**config.mk**
```make
export PLATFORM = sky130hd
export DESIGN_NAME = imem_boot_loader
export DESIGN_NICKNAME = d
export VERILOG_FILES = /design/src/rtl/cpu_boot_pkg.sv /design/src/rtl/byte_word_packer.sv /design/src/rtl/imem_boot_loader.sv
export SDC_FILE = /design/constraint.sdc
export NUM_CORES = 1
export LEC_CHECK = 0
export ABC_AREA = 1
export CORE_ASPECT_RATIO = 1.25
export CORE_MARGIN = 8
export CORE_UTILIZATION = 57
export CTS_BUF_LIST = sky130_fd_sc_hd__clkbuf_4 sky130_fd_sc_hd__clkbuf_8
export CTS_CLUSTER_SIZE = 14
export DETAILED_ROUTE_END_ITERATION = 8
export PLACE_DENSITY = 0.79
export SLEW_MARGIN = 25
export SYNTH_ARGS = -nofsm -noshare
export SYNTH_HDL_FRONTEND = slang
export SYNTH_SLANG_ARGS = --single-unit
```
**constraint.sdc**
```tcl
create_clock -name clk -period 2.5 [get_ports clk]
set_clock_uncertainty 0.05 [all_clocks]
set_input_delay 0.5 -clock clk [delete_from_list [all_inputs] [get_ports clk]]
set_output_delay 0.5 -clock clk [all_outputs]
set_load 0.02 [all_outputs]
```
**src/rtl/cpu_boot_pkg.sv**
```systemverilog
// rtl/cpu_boot_pkg.sv - shared types and constants for the instruction-memory boot loader
//
// Purpose : loader FSM state encoding plus checksum and word-packing widths.
// Ports   : none (package).

package cpu_boot_pkg;

    localparam int CKSUM_W        = 8;
    localparam int BYTES_PER_WORD = 4;

    typedef enum logic [2:0] {
        LEN_LO  = 3'd0,
        LEN_HI  = 3'd1,
        PAYLOAD = 3'd2,
        CHECK   = 3'd3,
        DONE    = 3'd4,
        ERROR   = 3'd5
    } boot_state_t;

endpackage

```
**src/rtl/byte_word_packer.sv**
```systemverilog
// rtl/byte_word_packer.sv - assembles little-endian 32-bit words from a byte stream
//
// Purpose : shifts accepted bytes in; the first byte of a word lands in bits 7:0.
// Ports   : clk        - clock, rising edge
//           reset      - synchronous active-high; clears the byte counter and shift register
//           byte_en    - a byte is being consumed this cycle
//           byte_in    - the byte being consumed
//           word_valid - high in the cycle the 4th byte of a word is consumed
//           word_out   - the completed word, valid with word_valid

import cpu_boot_pkg::*;

module byte_word_packer (
    input  logic        clk,
    input  logic        reset,
    input  logic        byte_en,
    input  logic [7:0]  byte_in,
    output logic        word_valid,
    output logic [31:0] word_out
);

    logic [1:0]  r_cnt;
    logic [23:0] r_shift;

    // Only the first three bytes need storage; the 4th is merged straight
    // from the input so the caller can register the word on the same edge.
    assign word_valid = byte_en && (r_cnt == 2'(BYTES_PER_WORD - 1));
    assign word_out   = {byte_in, r_shift};

    always_ff @(posedge clk) begin
        if (reset) begin
            r_cnt   <= '0;
            r_shift <= '0;
        end else if (byte_en) begin
            r_cnt   <= r_cnt + 2'd1;
            r_shift <= {byte_in, r_shift[23:8]};
        end
    end

endmodule

```
**src/rtl/imem_boot_loader.sv**
```systemverilog
// rtl/imem_boot_loader.sv - length-prefixed, checksummed program loader for the CPU instruction memory
//
// Purpose : parses N (LE16), 4*N payload bytes and an 8-bit sum; writes words to
//           imem and releases cpu_reset only after the checksum matches.
// Ports   : clk, reset          - clock and synchronous active-high reset
//           in_valid/in_ready   - byte stream handshake, in_data is the byte
//           imem_we/addr/wdata  - registered one-cycle instruction-memory write
//           cpu_reset           - held high until DONE
//           done / error        - terminal status
//           words_loaded        - words written during the current load

import cpu_boot_pkg::*;

module imem_boot_loader #(
    parameter int ADDR_W = 8
) (
    input  logic              clk,
    input  logic              reset,
    input  logic              in_valid,
    output logic              in_ready,
    input  logic [7:0]        in_data,
    output logic              imem_we,
    output logic [ADDR_W-1:0] imem_addr,
    output logic [31:0]       imem_wdata,
    output logic              cpu_reset,
    output logic              done,
    output logic              error,
    output logic [ADDR_W:0]   words_loaded
);

    localparam logic [16:0] CAPACITY = 17'(1) << ADDR_W;

    boot_state_t        r_state;
    boot_state_t        w_next;
    logic [7:0]         r_len_lo;
    logic [15:0]        r_len;
    logic [CKSUM_W-1:0] r_sum;
    logic [ADDR_W-1:0]  r_word_idx;
    logic [ADDR_W:0]    r_words_loaded;
    logic               r_imem_we;
    logic [ADDR_W-1:0]  r_imem_addr;
    logic [31:0]        r_imem_wdata;

    logic               w_accept;
    logic               w_byte_en;
    logic               w_word_valid;
    logic [31:0]        w_word;
    logic [15:0]        w_len_full;
    logic [ADDR_W:0]    w_words_next;

    assign w_accept     = in_valid && in_ready;
    assign w_byte_en    = w_accept && (r_state == PAYLOAD);
    assign w_len_full   = {in_data, r_len_lo};
    assign w_words_next = r_words_loaded + 1'b1;

    byte_word_packer u_packer (
        .clk        (clk),
        .reset      (reset),
        .byte_en    (w_byte_en),
        .byte_in    (in_data),
        .word_valid (w_word_valid),
        .word_out   (w_word)
    );

    // State register
    always_ff @(posedge clk) begin
        if (reset) r_state <= LEN_LO;
        else       r_state <= w_next;
    end

    // Next-state logic
    always_comb begin
        w_next = r_state;
        case (r_state)
            LEN_LO:  if (w_accept) w_next = LEN_HI;
            LEN_HI: begin
                if (w_accept) begin
                    if ({1'b0, w_len_full} > CAPACITY) w_next = ERROR;
                    else if (w_len_full == 16'd0)      w_next = CHECK;
                    else                               w_next = PAYLOAD;
                end
            end
            PAYLOAD: begin
                if (w_word_valid && (17'(w_words_next) == 17'(r_len)))
                    w_next = CHECK;
            end
            CHECK: begin
                if (w_accept) w_next = (in_data == r_sum) ? DONE : ERROR;
            end
            default: w_next = r_state;
        endcase
    end

    // Moore outputs
    always_comb begin
        in_ready  = 1'b0;
        cpu_reset = 1'b1;
        done      = 1'b0;
        error     = 1'b0;
        case (r_state)
            LEN_LO, LEN_HI, PAYLOAD, CHECK: in_ready = 1'b1;
            DONE: begin
                cpu_reset = 1'b0;
                done      = 1'b1;
            end
            ERROR:   error = 1'b1;
            default: in_ready = 1'b0;
        endcase
    end

    // Length latch, checksum, address counter and write port
    always_ff @(posedge clk) begin
        if (reset) begin
            r_len_lo       <= '0;
            r_len          <= '0;
            r_sum          <= '0;
            r_word_idx     <= '0;
            r_words_loaded <= '0;
            r_imem_we      <= 1'b0;
            r_imem_addr    <= '0;
            r_imem_wdata   <= '0;
        end else begin
            r_imem_we <= w_word_valid;
            if (w_accept && (r_state == LEN_LO)) r_len_lo <= in_data;
            if (w_accept && (r_state == LEN_HI)) r_len    <= w_len_full;
            if (w_byte_en) r_sum <= r_sum + in_data;
            if (w_word_valid) begin
                r_imem_addr    <= r_word_idx;
                r_imem_wdata   <= w_word;
                r_word_idx     <= r_word_idx + 1'b1;
                r_words_loaded <= w_words_next;
            end
        end
    end

    assign imem_we      = r_imem_we;
    assign imem_addr    = r_imem_addr;
    assign imem_wdata   = r_imem_wdata;
    assign words_loaded = r_words_loaded;

endmodule

```
Word-level counts from Yosys, hierarchy flattened

Cells that the tools add are included.

Logic and storage cells: 51
Output and inout bits: 54
Flip-flop bits (word level): 119

Reductions and logical operators: 11
Equal/unequal tests: 12
Mux-type cells: 12
Order comparisons: 1
Add/subtract/negate cells: 4

Operators by type and width:

| cell                  | number |
|---|---|
| $eq A9 B16 Y1         | 1 |
| $gt A16 B9 Y1 const B | 1 |
| $logic_not A16 Y1     | 1 |
| $mux W3               | 5 |
| $pmux W3 S4           | 1 |
| $add A9 B1 Y9 const B | 1 |
| $add A8 B1 Y8 const B | 1 |
| $add A8 B8 Y8         | 1 |
| $eq A8 B8 Y1          | 1 |
| $eq A3 B2 Y1 const B  | 2 |
| $eq A3 B3 Y1 const B  | 2 |
| $logic_and A1 B1 Y1   | 6 |
| $mux W1               | 6 |
| $ne A2 B2 Y1 const B  | 3 |
| $reduce_and A5 Y1     | 1 |
| $reduce_bool A4 Y1    | 1 |
| $reduce_or A4 Y1      | 1 |
| $eq A3 B1 Y1 const B  | 1 |
| $logic_not A3 Y1      | 1 |
| $add A2 B1 Y2 const B | 1 |
| $eq A2 B2 Y1 const B  | 1 |
| $ne A2 B1 Y1 const B  | 1 |

Logic depth before layout (Yosys ltp)

Word-level depth: 9
Mapped depth: 14
Depth with buffers taken out: 14

Hierarchy

Synthesis repeated with hierarchy kept, for this count alone.

Cell total of the unflattened synthesis: 746
Area total of the unflattened synthesis: 5266.3 um^2

By module, submodules not included:

| module           | cells an instance | area an instance (um^2) | instances |
|---|---|---|---|
| imem_boot_loader | 571               | 4080.2                  | 1 |
| byte_word_packer | 175               | 1186.1                  | 1 |

Worst setup path before layout

Ideal clock, no wire load.

Path kind: in2reg
Start point: input in_data[0]
End point: register r_sum[6]
Path slack: 553 ps
Path buffers: 0
Stages: 11
Setup time: 117 ps
Arrival: 1779 ps
Cell sequence: ha_1 > inv_1 > fa_1 > o21ai_0 > nand2_1 > nand2_1 > a21oi_1 > nand2_1 > nand2_1 > o221ai_1 > inv_1

Cells in the longest elaborated chain, start to end: 1

Ends and longest elaborated chain:

| item                   | line                    | RTL |
|---|---|---|
| start: declaration     | imem_boot_loader.sv:21  | `input logic [7:0] in_data,` |
| $add A8 B8 Y8          | imem_boot_loader.sv:126 | `if (w_byte_en) r_sum <= r_sum + in_data;` |
| end signal: assignment | imem_boot_loader.sv:126 |  |
| end: declaration       | imem_boot_loader.sv:37  | `logic [CKSUM_W-1:0] r_sum;` |

No other way between the ends.
A chain may end at the register's enable or synchronous reset.

Worst setup path after layout

Start point: register r_state[1]
End point: output cpu_reset

Cells in the longest elaborated chain, start to end: 2

Ends and longest elaborated chain:

| item                     | line                    | RTL |
|---|---|---|
| start: declaration       | imem_boot_loader.sv:33  | `boot_state_t r_state;` |
| start signal: assignment | imem_boot_loader.sv:68  | `else r_state <= w_next;` |
| $eq A3 B3 Y1             | imem_boot_loader.sv:100 | `case (r_state)` |
| $mux W1                  | imem_boot_loader.sv:100 |  |
| end: declaration         | imem_boot_loader.sv:25  | `output logic cpu_reset,` |

No other way between the ends.

==> flow_summary_export.csv <==
group,metric,value,unit
detailed_routing,postRouteAntennaNets,0,
global_route,antenna_found_initial,0,
setup_path,r2r_end,"r_state[1]",
sta,setup_tns,0,ns
setup_path,cp_max_fo,6,
sta,finalHoldViolCount,0,
clocking,cts_max_level,4,
setup_path,end_kind,"primary output",
detailed_routing,totalWireLength,12.2,mm
placement,placed_area,5760,um2
yosys,syn-num-nets,679,
clocking,cts_buffers,17,
die,die_w,99.2,um
setup_path,critical_path.max_stage_delay,0.53,ns
yosys,ys_warn_count,0,
placement,port_buffers,64,
power,power.total,4.54,mW
final_layout,antenna_cells,0,
yosys,synth.distinct_cells,30,
yosys,yosysTopAreaCell,"dfxtp_1",
detailed_routing,drt_drc_violations_left,0,
final_layout,fill_cells,671,
setup_path,r2r_cells,14,
clocking,cts_hold_buf,0,
die,core-area,8560,um2
yosys,yosysSeqAreaShare,48.3,%
clocking,postCtsSetupRepairBufs,0,
power,powerDensity,727,nW/um2
setup_path,r2r_start,"words_loaded[1]",
yosys,syn_avg_cell_area,7.51,um2
setup_path,cp_slowest_cell,"clkdlybuf4s50_1",
setup_path,regToRegSetupSlack,0.44,ns
yosys,synth_seq_cells,119,
detailed_routing,drt-initial-drc-count,316,
sta,finalWorstPathRequiredPeriod,2.36,ns
die,start_util,57.7,%
sta,fin_crit_sh,94.4,%
placement,routabilityCongestion,0.915,
setup_path,startpoint,"r_state[1]",
sta,max_freq,0.424,GHz
clocking,cts_tree,"yes",
sta,rsz0062_at_grt,"no",
setup_path,path_cells,"nor2_1 -> inv_1 -> nor2_1 -> inv_1 -> clkdlybuf4s50_1",
yosys,syn_area,4940,um2
sta,setup_viol,0,
run,maxCapViolCount,0,
setup_path,worst_ep_arrival_time,1.81,ns
die,fp-row-count,38,
sta,timing.slew.headroom,66.8,%
die,io_pins,65,
global_route,grt_first_pass_wirelength,20.5,mm
setup_path,crit_required,1.95,ns
global_route,grt_start_max_net_pins,46,
clocking,cts_buffer_depth,2,
placement,place_hpwl,8.61,mm
worst_hold_path,whs_endpoint,"imem_addr[1]",
detailed_routing,vias,4633,
yosys,post-synth-top-area-fraction,48.3,%
power,leakagePower,2.64,nW
final_layout,final_area,6240,um2
setup_path,start_kind,"flip-flop",
detailed_routing,drtPass1Iterations,6,
global_route,grt_pass1_vias,4453,
sta,slew_viol_final,0,
sta,hold_ws,0.411,ns
clocking,insertion_delay,0.43,ns
clocking,clk_transition_reported_paths,0.06,ns
detailed_routing,vias_per_cell,5.50,
outcome,outcome,"finished, final reports clean",
final_layout,final_nets,752,
yosys,synth_area_leaders,"dfxtp_1, o21ai_0, nor2_1",
sta,tightest_slew,0.498,ns
placement,place_ws,-0.0542,ns
worst_hold_path,hold_path.class,"flip-flop to flip-flop",
clocking,cts_num_sinks,119,
global_route,track_usage,21.2,%
clocking,post_cts_resized,0,
power,max-vdd-ir-drop,0.633,mV
yosys,netlist_instances,657,
global_route,overflow,0,
setup_path,crit_type,"flip-flop to primary output",
clocking,cts_root_buffer,"clkbuf_8",
detailed_routing,wl_per_cell,14.5,um
final_layout,drive_gt1_share,9.42,%
die,fp.dieH,120,um
sta,setup_ws,0.141,ns
worst_hold_path,worst_hold_path.num_cells,2,
die,dieArea,11900,um2
final_layout,syn_to_final_growth,26.4,%
worst_hold_path,holdCritStartpoint,"imem_addr[1]",
## logic make-up (layout without fill, tap and decap cells)
logic type	Yosys count	count (layout)	share of synthesized area, %
and+or+nand+nor	254	254	21.9
DFF	119	119	48.3
buffers and inverters	95	181	7.45
adders and majority gates	11	11	2.94
AOI/OAI and AO/OA	169	169	17.9
xor gates and xnor gates	9	9	1.60
## stage by stage
step / instances / utilization [%]
after floorplan: 657 / -
after global placement: 811 / 67.3
after detailed placement: 811 / 67.3
after CTS: 843 / 72.9
after global routing: 843 / 72.9
final: 843 / 72.9
## layout make-up
type / count / area, um2 / share of cell area (%)
clock buffer: 20 / 275 / 4.41
multi-input combinational: 443 / 2190 / 35.1
inverter: 63 / 236 / 3.79
tap: 100 / 125 / 2.01
sequential: 119 / 2380 / 38.2
clock inverter: 12 / 198 / 3.17
timing repair buffer: 86 / 836 / 13.4
## how the worst max path moves through the flow
stage / to / cells past startpoint
global placement: r_sum[6] / 12
floorplan: r_sum[6] / 11
finish: cpu_reset / 5
CTS: error / 3
global route: cpu_reset / 5
detailed placement: r_sum[6] / 12
## synth_stat cells
library cell,number
xor2_1,6
nand4_1,7
nand4_2,1
o211ai_1,3
nor4_1,1
o21ai_0,102
nor3_1,4
buf_2,3
nand3b_1,1
nand4_4,1
nor2_1,132
nand2_1,66
nand2_2,3
xnor2_1,3
inv_2,2
buf_1,2
fa_1,1
a211oi_1,7
nor2_4,2
ha_1,10
buf_6,1
inv_1,60
a21oi_2,2
dfxtp_1,119
clkbuf_1,26
nand3_1,32
nor2_2,4
o221ai_1,1
a21oi_1,54
clkinv_1,1
## power by group
part / leakage, nW / internal, mW / total (mW) / switching, mW
Combinational: 1.45 / 0.175 / 0.457 / 0.282
Sequential: 0.964 / 1.99 / 2.05 / 0.0611
Clock: 0.223 / 1.26 / 2.03 / 0.766
## registers in the layout (all words and copies together) (netlist names)
signal	count
u_packer.r_shift	24
words_loaded	9
u_packer.r_cnt	2
r_len_lo	8
r_sum	8
r_state	3
imem_wdata	32
imem_addr	8
imem_we	1
r_word_idx	8
r_len	16
## cells in the final DEF (no fill, tap or decap), types with 20 or more instances in the layout
cell / n
clkbuf_8: 20
nand2_1: 66
o21ai_0: 102
inv_1: 60
dfxtp_1: 119
nor2_1: 132
buf_4: 20
a21oi_1: 54
nand3_1: 32
clkdlybuf4s50_1: 62
## layer usage
layer	vias to the layer above	routed length, um	GRT usage, %
li1	2306	-	-
met1	2147	5180	23.5
met2	149	5970	35.7
met3	31	696	7.01
met4	0	379	9.96
met5	-	0	0
## critical path: cells and delay by family (launching register included)
kind	cells	cell delay, ns
AND/OR/NAND/NOR	2	0.34
flip-flops	1	0.37
buffers and inverters	3	0.68
No activity file was read; power rests on OpenSTA's default activity.
